### src/rtl/adc_packet_parser_if.sv
// Stream bundle for adc_packet_parser: tagged input words and decoded sample output.
// The slave modport is the parser's view; master is the driver/sink side.
interface adc_packet_parser_if;
    localparam int unsigned DATA_W = 32;

    logic              s_axis_tvalid;
    logic              s_axis_tready;
    logic [DATA_W-1:0] s_axis_tdata;
    logic              s_axis_tlast;
    logic              m_axis_tvalid;
    logic              m_axis_tready;
    logic [DATA_W-1:0] m_axis_tdata;

    modport slave (
        input  s_axis_tvalid, s_axis_tdata, s_axis_tlast, m_axis_tready,
        output s_axis_tready, m_axis_tvalid, m_axis_tdata
    );

    modport master (
        output s_axis_tvalid, s_axis_tdata, s_axis_tlast, m_axis_tready,
        input  s_axis_tready, m_axis_tvalid, m_axis_tdata
    );
endinterface

### src/rtl/adc_packet_parser.sv
// Parses tagged ADC packets (samples, ts low, ts high+last) into sample beats and a descriptor.
// Define ADC_PARSER_PEAK_EN to track the per-packet peak of |a|+|b|; otherwise desc_peak is 0.
module adc_packet_parser #(
    parameter int unsigned SAMPLE_CNT_WIDTH = 32
) (
    input  logic                        aclk,
    input  logic                        aresetn,
    adc_packet_parser_if.slave          bus,
    output logic                        desc_valid,
    output logic [63:0]                 desc_timestamp,
    output logic [SAMPLE_CNT_WIDTH-1:0] desc_samples,
    output logic [15:0]                 desc_peak,
    output logic [15:0]                 packets_count,
    output logic [15:0]                 errors_count,
    output logic                        err_flag,
    input  logic                        clear_stats
);
    localparam int unsigned CW = SAMPLE_CNT_WIDTH;
    localparam logic [1:0] TAG_SAMPLE = 2'b11;
    localparam logic [1:0] TAG_TS_LO  = 2'b01;
    localparam logic [1:0] TAG_TS_HI  = 2'b10;

    typedef enum logic [1:0] {S_DATA, S_HIGH, S_RESYNC} state_e;

    state_e          state_q, state_d;
    logic [CW-1:0]   cnt_q, cnt_d;
    logic [29:0]     ts_lo_q, ts_lo_d;
    logic            m_valid_q, m_valid_d;
    logic [31:0]     m_data_q, m_data_d;
    logic            desc_valid_q, desc_valid_d;
    logic [63:0]     desc_ts_q, desc_ts_d;
    logic [CW-1:0]   desc_samples_q, desc_samples_d;
    logic [15:0]     desc_peak_q, desc_peak_d;
    logic [15:0]     pkt_cnt_q, pkt_cnt_d;
    logic [15:0]     err_cnt_q, err_cnt_d;
    logic            err_flag_q, err_flag_d;

    logic            accept_c, sample_acc, pkt_done, err_hit;
    logic [1:0]      tag;
    logic [29:0]     payload;
    logic            last;
    logic [15:0]     a_s16, b_s16;

    assign bus.s_axis_tready = !m_valid_q || bus.m_axis_tready;
    assign accept_c = bus.s_axis_tvalid && bus.s_axis_tready;
    assign tag      = bus.s_axis_tdata[31:30];
    assign payload  = bus.s_axis_tdata[29:0];
    assign last     = bus.s_axis_tlast;
    assign a_s16    = {payload[29], payload[29:15]};
    assign b_s16    = {payload[14], payload[14:0]};

`ifdef ADC_PARSER_PEAK_EN
    logic [15:0] peak_q, abs_a, abs_b, mag;

    assign abs_a = a_s16[15] ? 16'(-a_s16) : a_s16;
    assign abs_b = b_s16[15] ? 16'(-b_s16) : b_s16;
    assign mag   = abs_a + abs_b;

    // Running maximum over accepted samples; restarts at every packet boundary.
    always_ff @(posedge aclk or negedge aresetn) begin
        if (!aresetn)                   peak_q <= '0;
        else if (pkt_done || err_hit)   peak_q <= '0;
        else if (sample_acc && mag > peak_q) peak_q <= mag;
    end
`else
    logic [15:0] peak_q;
    assign peak_q = '0;
`endif

    // Packet framing FSM, sample output register and descriptor/stat updates.
    always_comb begin
        state_d        = state_q;
        cnt_d          = cnt_q;
        ts_lo_d        = ts_lo_q;
        m_valid_d      = m_valid_q && !bus.m_axis_tready;
        m_data_d       = m_data_q;
        desc_valid_d   = 1'b0;
        desc_ts_d      = desc_ts_q;
        desc_samples_d = desc_samples_q;
        desc_peak_d    = desc_peak_q;
        sample_acc     = 1'b0;
        pkt_done       = 1'b0;
        err_hit        = 1'b0;

        if (accept_c) begin
            case (state_q)
                S_DATA: begin
                    if (tag == TAG_SAMPLE && !last) begin
                        sample_acc = 1'b1;
                        m_valid_d  = 1'b1;
                        m_data_d   = {b_s16, a_s16};
                        cnt_d      = (cnt_q == '1) ? cnt_q : cnt_q + CW'(1);
                    end else if (tag == TAG_TS_LO && !last) begin
                        ts_lo_d = payload;
                        state_d = S_HIGH;
                    end else begin
                        err_hit = 1'b1;
                    end
                end
                S_HIGH: begin
                    if (tag == TAG_TS_HI && last) begin
                        pkt_done       = 1'b1;
                        desc_valid_d   = 1'b1;
                        desc_ts_d      = {4'b0, payload, ts_lo_q};
                        desc_samples_d = cnt_q;
                        desc_peak_d    = peak_q;
                        cnt_d          = '0;
                        state_d        = S_DATA;
                    end else begin
                        err_hit = 1'b1;
                    end
                end
                default: begin
                    if (last) state_d = S_DATA;
                end
            endcase
            if (err_hit) begin
                cnt_d   = '0;
                state_d = last ? S_DATA : S_RESYNC;
            end
        end

        pkt_cnt_d  = pkt_done ? pkt_cnt_q + 16'd1 : pkt_cnt_q;
        err_cnt_d  = (err_hit && err_cnt_q != 16'hFFFF) ? err_cnt_q + 16'd1 : err_cnt_q;
        err_flag_d = err_flag_q | err_hit;
        if (clear_stats) begin
            pkt_cnt_d  = '0;
            err_cnt_d  = '0;
            err_flag_d = 1'b0;
        end
    end

    always_ff @(posedge aclk or negedge aresetn) begin
        if (!aresetn) begin
            state_q        <= S_DATA;
            cnt_q          <= '0;
            ts_lo_q        <= '0;
            m_valid_q      <= 1'b0;
            m_data_q       <= '0;
            desc_valid_q   <= 1'b0;
            desc_ts_q      <= '0;
            desc_samples_q <= '0;
            desc_peak_q    <= '0;
            pkt_cnt_q      <= '0;
            err_cnt_q      <= '0;
            err_flag_q     <= 1'b0;
        end else begin
            state_q        <= state_d;
            cnt_q          <= cnt_d;
            ts_lo_q        <= ts_lo_d;
            m_valid_q      <= m_valid_d;
            m_data_q       <= m_data_d;
            desc_valid_q   <= desc_valid_d;
            desc_ts_q      <= desc_ts_d;
            desc_samples_q <= desc_samples_d;
            desc_peak_q    <= desc_peak_d;
            pkt_cnt_q      <= pkt_cnt_d;
            err_cnt_q      <= err_cnt_d;
            err_flag_q     <= err_flag_d;
        end
    end

    assign bus.m_axis_tvalid = m_valid_q;
    assign bus.m_axis_tdata  = m_data_q;
    assign desc_valid        = desc_valid_q;
    assign desc_timestamp    = desc_ts_q;
    assign desc_samples      = desc_samples_q;
    assign desc_peak         = desc_peak_q;
    assign packets_count     = pkt_cnt_q;
    assign errors_count      = err_cnt_q;
    assign err_flag          = err_flag_q;
endmodule

### src/flat_wrapper.sv
// flat-port wrapper written by rule: the top's interface ports become plain ports
module adc_packet_parser_flat 
#(
    parameter int unsigned SAMPLE_CNT_WIDTH = 32
)
  (aclk, aresetn, desc_valid, desc_timestamp, desc_samples, desc_peak, packets_count, errors_count, err_flag, clear_stats, bus_s_axis_tvalid, bus_s_axis_tdata, bus_s_axis_tlast, bus_m_axis_tready, bus_s_axis_tready, bus_m_axis_tvalid, bus_m_axis_tdata);
  adc_packet_parser_if bus_i ();
  input  logic aclk;
  input  logic aresetn;
  output logic desc_valid;
  output logic [63:0] desc_timestamp;
  output logic [SAMPLE_CNT_WIDTH-1:0] desc_samples;
  output logic [15:0] desc_peak;
  output logic [15:0] packets_count;
  output logic [15:0] errors_count;
  output logic err_flag;
  input  logic clear_stats;
  input wire logic [$bits(bus_i.s_axis_tvalid)-1:0] bus_s_axis_tvalid;
  input wire logic [$bits(bus_i.s_axis_tdata)-1:0] bus_s_axis_tdata;
  input wire logic [$bits(bus_i.s_axis_tlast)-1:0] bus_s_axis_tlast;
  input wire logic [$bits(bus_i.m_axis_tready)-1:0] bus_m_axis_tready;
  output wire logic [$bits(bus_i.s_axis_tready)-1:0] bus_s_axis_tready;
  output wire logic [$bits(bus_i.m_axis_tvalid)-1:0] bus_m_axis_tvalid;
  output wire logic [$bits(bus_i.m_axis_tdata)-1:0] bus_m_axis_tdata;
  assign bus_i.s_axis_tvalid = bus_s_axis_tvalid;
  assign bus_i.s_axis_tdata = bus_s_axis_tdata;
  assign bus_i.s_axis_tlast = bus_s_axis_tlast;
  assign bus_i.m_axis_tready = bus_m_axis_tready;
  assign bus_s_axis_tready = bus_i.s_axis_tready;
  assign bus_m_axis_tvalid = bus_i.m_axis_tvalid;
  assign bus_m_axis_tdata = bus_i.m_axis_tdata;
  adc_packet_parser #(.SAMPLE_CNT_WIDTH(SAMPLE_CNT_WIDTH)) u_core (.aclk(aclk), .aresetn(aresetn), .bus(bus_i), .desc_valid(desc_valid), .desc_timestamp(desc_timestamp), .desc_samples(desc_samples), .desc_peak(desc_peak), .packets_count(packets_count), .errors_count(errors_count), .err_flag(err_flag), .clear_stats(clear_stats));
endmodule
### config.mk
export PLATFORM = sky130hd
export DESIGN_NAME = adc_packet_parser_flat
export DESIGN_NICKNAME = d
export VERILOG_FILES = /design/src/rtl/adc_packet_parser_if.sv /design/src/rtl/adc_packet_parser.sv /design/src/flat_wrapper.sv
export SDC_FILE = /design/constraint.sdc
export NUM_CORES = 1
export LEC_CHECK = 0
export CAP_MARGIN = 20
export CORE_ASPECT_RATIO = 0.75
export CORE_UTILIZATION = 55
export DETAILED_ROUTE_END_ITERATION = 8
export DONT_BUFFER_PORTS = 1
export HOLD_SLACK_MARGIN = 0.02
export PLACE_DENSITY = 0.67
export SLEW_MARGIN = 10
export SYNTH_ARGS = -nofsm -noshare
export SYNTH_HDL_FRONTEND = slang
export SYNTH_SLANG_ARGS = --single-unit
export TNS_END_PERCENT = 20
### constraint.sdc
create_clock -name aclk -period 2.5 [get_ports aclk]
set_input_delay 0.125 -clock aclk [delete_from_list [all_inputs] [get_ports aclk]]
set_output_delay 0.125 -clock aclk [all_outputs]
set_load 0.01 [all_outputs]
## Yosys cells after proc, flatten, opt, wreduce, memory -nomap -nowiden

Index checks and enable logic that the tools add are counted.

| storage, ports and cells | value |
|---|---|
| output and inout bits | 180 |
| word-level logic and storage cells | 76 |
| register bits after elaboration | 222 |
| input port bits | 38 |

| cells by class | value |
|---|---|
| multiplexer cells | 29 |
| reduce and logical (&&, ||, !) cells | 20 |
| equal/unequal tests | 11 |
| bitwise gates (word level) | 2 |
| add/subtract/negate cells | 3 |

Operator list:

| operator | number |
|---|---|
| 2-to-1 mux 32 bit | 4 |
| 2-to-1 mux 16 bit | 4 |
| case mux 32 bit (2 select lines) | 1 |
| adder 16 x 1 -> 16 bit, second input constant | 2 |
| adder 32 x 1 -> 32 bit, second input constant | 1 |
| == test 32 bit, second input constant | 1 |
| inequality test 16 bit, second input constant | 1 |
| 2-to-1 mux 1 bit | 12 |
| 2-to-1 mux 2 bit | 6 |
| AND reduction 5 bit | 2 |
| inequality test 3 x 1 -> 1 bit, second input constant | 3 |
| logical AND 1 bit | 6 |
| inequality test 3 bit, second input constant | 2 |
| AND reduction 3 bit | 2 |
| == test 2 x 1 -> 1 bit, second input constant | 2 |
| == test 2 bit, second input constant | 2 |
| case mux 2 bit (2 select lines) | 1 |
| AND reduction 4 bit | 1 |
| nonzero test 2 bit | 2 |
| nonzero test 4 bit | 1 |
| logical NOT 1 bit | 3 |
| nonzero test 3 bit | 1 |
| logical NOT 2 bit | 1 |
| case mux 1 bit (2 select lines) | 1 |
| 3 further kinds | 3 |

## Depth between registers and ports, before layout

| depth | value |
|---|---|
| word-level depth | 10 |
| depth in mapped cells | 9 |
| gate-level depth less buffers | 6 |

## Least setup slack after synthesis

No wires, ideal clock.

| timing | value |
|---|---|
| path type | reg-to-reg |
| start | reg u_core.cnt_q[0] |
| end | reg u_core.cnt_q[11] |
| path buffers | 1 |
| required time | 2365 ps |
| period minus slack after synthesis | 2191 ps |
| cell stages (with the launch flop) | 8 |
| data arrival time | 2056 ps |
| path slack | 309 ps |
| cell sequence | dfrtp_1 > ha_1 > nand3_1 > or4_4 > or3_1 > buf_2 > a41oi_1 > a31oi_1 |

| on the way | value |
|---|---|
| cells in the longest elaborated chain, start to end | 5 |
| elaborated cells between the ends (all ways) | 8 |

Ends and longest elaborated chain:

| item | line | text |
|---|---|---|
| from (decl) | adc_packet_parser.sv:26 | `logic [CW-1:0] cnt_q, cnt_d;` |
| from (signal assigned) | adc_packet_parser.sv:149 | `cnt_q <= cnt_d;` |
| adder 32 x 1 -> 32 bit | adc_packet_parser.sv:92 | `cnt_d = (cnt_q == '1) ? cnt_q : cnt_q + CW'(1);` |
| 2-to-1 mux 32 bit | adc_packet_parser.sv:92 |  |
| 2-to-1 mux 32 bit | adc_packet_parser.sv:88 | `if (tag == TAG_SAMPLE && !last) begin` |
| case mux 32 bit (2 select lines) | adc_packet_parser.sv:86 | `case (state_q)` |
| 2-to-1 mux 32 bit | adc_packet_parser.sv:117 | `if (err_hit) begin` |

Parallel ways exist; a longest one is shown, timed or not. The select of a mux whose other input is x is not followed.
A chain may end at the register's enable or synchronous reset.

## Final worst setup path

| timing | value |
|---|---|
| start | reg u_core.cnt_q[0] |
| end | reg u_core.cnt_q[22] |

The elaborated chain is that of the path after synthesis.

==> results by stage <==
Synthesis:
- The most numerous cell in the Yosys netlist is dfrtp_1.
- Counting flops with a built-in enable in the synthesized netlist gives 0.
- Counting distinct cell types in the post-synthesis netlist gives 49.
- The cell area that synthesis handed to floorplanning was 9630 um2.
- After synthesis the netlist holds a flip-flop and latch count of 221.
- The sequential share of the synthesized area is 57.4%.
- The top cell type by total area after synthesis is dfrtp_1.
- The dominant register cell in the synthesized netlist is dfrtp_1.
- Sorting the synthesized cells by how often they occur yields dfrtp_1 (221), mux2_2 (125), nand2_1 (116), nor2_1 (37), clkbuf_1 (36).
- In the synthesized netlist, the number of instances is 835.
- Yosys attributes the largest share of cell area to dfrtp_1 (57%), mux2_2 (15%), nand2_1 (4.5%).
- The total number of yosys warnings is 0.
- After synthesis, the share of flip-flops with an asynchronous set or reset is 100%.
- Summed over its instances, the top area cell type makes up 57.4% of the synthesized netlist area.
- The post-synthesis average cell area is 11.5 um2.

Timing:
- The total negative slack for setup checks is 0 ps.
- The clock arrives with 6.37 ps of skew.
- Setup repair after global routing left no endpoint under its margin.
- The normalized max-slew margin is 60.5%.
- The number of failing hold endpoints at the final stage came to 221.
- The final-layout worst hold slack is -672 ps.
- Subtracting the final worst setup slack from the clock period gives 2380 ps.
- The max-slew violation count came to 0.
- The final critical path takes up 95.2% of the cycle.
- The measured slew at the worst slew-check pin is 592 ps.
- Setup violations remaining at the end of the flow were counted as 0.
- Derived from the worst setup path, the maximum achievable clock frequency is 0.420 GHz.

Power:
- The leakage power is 5.13 nW.
- The post-layout total power is 0.00830 W.
- The power density over the cells is 757 nW/um2.
- The maximum VDD drop is 0.548 mV.

GRT:
- Global routing consumed, over all layers together, 23.8% of the routing resources.
- The via count of the first global-routing pass came to 6491.
- The pin count of the biggest net entering global routing is 222.
- The number of antenna violations at the first check in global routing is 0.
- The leftover overflow at the end of global routing is 0.
- The first global-routing pass estimated 34300 um of wire.

Die:
- The die is 155 um wide.
- In this run the count of I/O pins placed on the die edge is 218.
- The die outline area is 18000 um2.
- The area of the core is 17000 um2.
- The initial utilization of the core area, before any placement, comes to 56.7%.
- The floorplan has 41 rows.
- In this run the vertical extent of the chip is 117 um.

Job:
- The number of maximum-capacitance violations is 0.

Setup path:
- Walking the worst path, the cells encountered are ha_1, nand3_1, or4_4, or3_4, nand2_1, buf_4, o311ai_0.
- The setup path with the least slack is of type register to register.
- In this run the critical register-to-register path is launched from u_core.cnt_q[0].
- The startpoint class of the critical path is a register.
- STA puts the critical path data required time at 2840 ps.
- The library cell contributing the largest single delay on the critical path is or4_4.
- The endpoint type of the worst setup path is a register.
- The critical path starts at u_core.cnt_q[0].
- The largest fanout on the critical path is 14.
- The maximum single-stage delay on the critical path is 570 ps.
- Data on the critical path arrives at its endpoint at 2720 ps.

Clock tree:
- The buffer depth of the longest clock path is 3.
- The clock sink count is 221.
- The clock latency on the worst-skew pair is 490 ps.
- The number of levels the H-tree was split into is 1.
- For this design, the CTS-stage hold fixing added 36 buffers.
- The clock slew seen by the registers of the worst setup and hold paths is 60 ps.
- The number of buffers created by CTS is 22.
- The number of buffers inserted by post-CTS setup repair is 0.
- TritonCTS built the clock tree.
- The clock tree root driver cell is clkbuf_16.

Route:
- The post-detailed-route count of antenna-violating nets is 0.
- The average vias per placed instance is 5.96.
- After detailed routing, the average wire length per cell comes to 19.4 um.
- The first routing iteration left 506 violations.
- The number of iterations in the first detailed-routing pass is 7.
- The number of DRC violations after detailed routing is 0.
- The total number of vias is 6678.
- For this block, the routed nets add up to 21800 um of wire.

Run status:
- The checks that failed: negative hold slack.
- The run finished, with violations left.

Place:
- The total placed cells including tap cells is 1047.
- The post-placement cell area is 9870 um2.
- The count of port buffers added during placement is 0.
- Routability-driven placement finished with a final weighted congestion of 0.892.
- The detailed-placement wirelength estimate is 14100 um.

Layout:
- The repair_antennas step left the layout with diodes totalling 0.
- The area growth from synthesis to layout is 13.8%.
- Excluding fillers, the count of instances in the completed layout stands at 1121.
- After routing the design area is 11000 um2.
- The number of nets in the layout is 912.
- In the final layout, the share of cells above drive strength 1 is 22.3%.
- The number of fill cells is 1271.

Min path:
- The worst hold path belongs to the class input pin to asynchronous set/reset pin.
==> sequential cells by signal, indices dropped and copies added, names as in the netlist <==
signal	flops
u_core.bus.m_axis_tdata	30
u_core.desc_valid	1
u_core.err_flag	1
u_core.desc_samples	32
u_core.errors_count	16
u_core.state_q	2
u_core.bus.m_axis_tvalid	1
u_core.ts_lo_q	30
u_core.desc_timestamp	60
u_core.packets_count	16
u_core.cnt_q	32
==> logic make-up (layout without fill, tap and decap cells) <==
kind of cell | after synthesis | in the layout | synth area share (%)
simple gates | 288 | 288 | 14.9
flops | 221 | 221 | 57.4
mux | 128 | 128 | 14.9
compound gates | 104 | 104 | 7.09
buf+inv | 77 | 108 | 4.04
xor+xnor | 13 | 13 | 1.18
fa+ha+maj | 3 | 3 | 0.390
other cells | 1 | 20 | 0.0389
==> final timing paths <==
| path | end | slack [ps] | depth (start not counted) |
|---|---|---|---|
| worst max-delay path | u_core.cnt_q[22] | 120 | 7 |
| worst min-delay path | u_core.packets_count[11] | -670 | 0 |
| worst max register to register | u_core.cnt_q[22] | 120 | 7 |
| worst min register to register | u_core.ts_lo_q[5] | 500 | 1 |
| max in group asynchronous | u_core.packets_count[0] | 2660 | 0 |
| min in group aclk | u_core.bus.m_axis_tvalid | 60 | 2 |
==> cells in the final DEF, fill, tap and decap left out, types with 3 or more instances in the layout <==
cell type        n
inv_1            6
buf_4           26
clkbuf_8         5
mux2_2         125
a41oi_1          7
dlygate4sd3_1   35
o41ai_1          5
conb_1          20
clkbuf_1         4
and3_1          13
or3_1           12
or4_1            4
nand2_1        116
nor2_1          37
nor4_1           5
nor2b_1          6
or2_2            3
nand3_1         30
clkinv_2         4
o31ai_1         29
nor3_1           6
xor2_1          11
o21ai_0         23
a21oi_1         18
ha_1             3
a31oi_1         11
buf_12           3
clkbuf_16       23
and2_1          12
nand4_1         25
dfrtp_1        221
a211o_1          3
==> worst max-delay path, delay by kind of cell (launching register included) <==
kind	cells	cell delay, ps
compound gates	1	170
flops	1	410
simple gates	4	1190
fa+ha+maj	1	250
buf+inv	1	210
==> area by class of cell <==
class | instances | area [um2] | share of cell area (%)
repair buffers | 64 | 606 | 5.52
inverters | 6 | 22.5 | 0.205
clock buffers | 32 | 659 | 6.01
multi-input cells | 556 | 3790 | 34.6
clock inverters | 6 | 57.6 | 0.525
flip-flops and latches | 221 | 5530 | 50.4
well taps | 236 | 295 | 2.69
==> metrics by stage <==
step	hold WS, ps	util (%)	setup WS [ps]
2_1_floorplan	-171	-	309
3_3_place_gp	-166	58.1	176
3_5_place_dp	-166	58.1	101
4_1_cts	-697	64.5	85.7
5_1_grt	-701	64.6	30.0
6_report	-672	64.6	120
==> layer usage <==
layer | up-vias | share of wire, % | wire length, um | track usage (%)
li1 | 3008 | - | - | -
met1 | 3352 | 43 | 9320 | 32.3
met2 | 282 | 46 | 10100 | 37.8
met3 | 36 | 9.4 | 2040 | 7.27
met4 | 0 | 1.5 | 325 | 5.81
met5 | - | 0 | 0 | 0
==> repair_timing <==
action,in CTS,in global routing
endpoints found under the hold margin,348,221
gates resized for setup,0,1
setup endpoints to repair,0,2
==> power breakdown <==
part           leakage (nW)  internal, W  switching, W
registers              2.96      0.00398      0.000424
logic                  1.81     0.000352      0.000305
clock network         0.354      0.00193       0.00131
total                  5.13      0.00626       0.00203
Power figures use the tool's default switching activity.
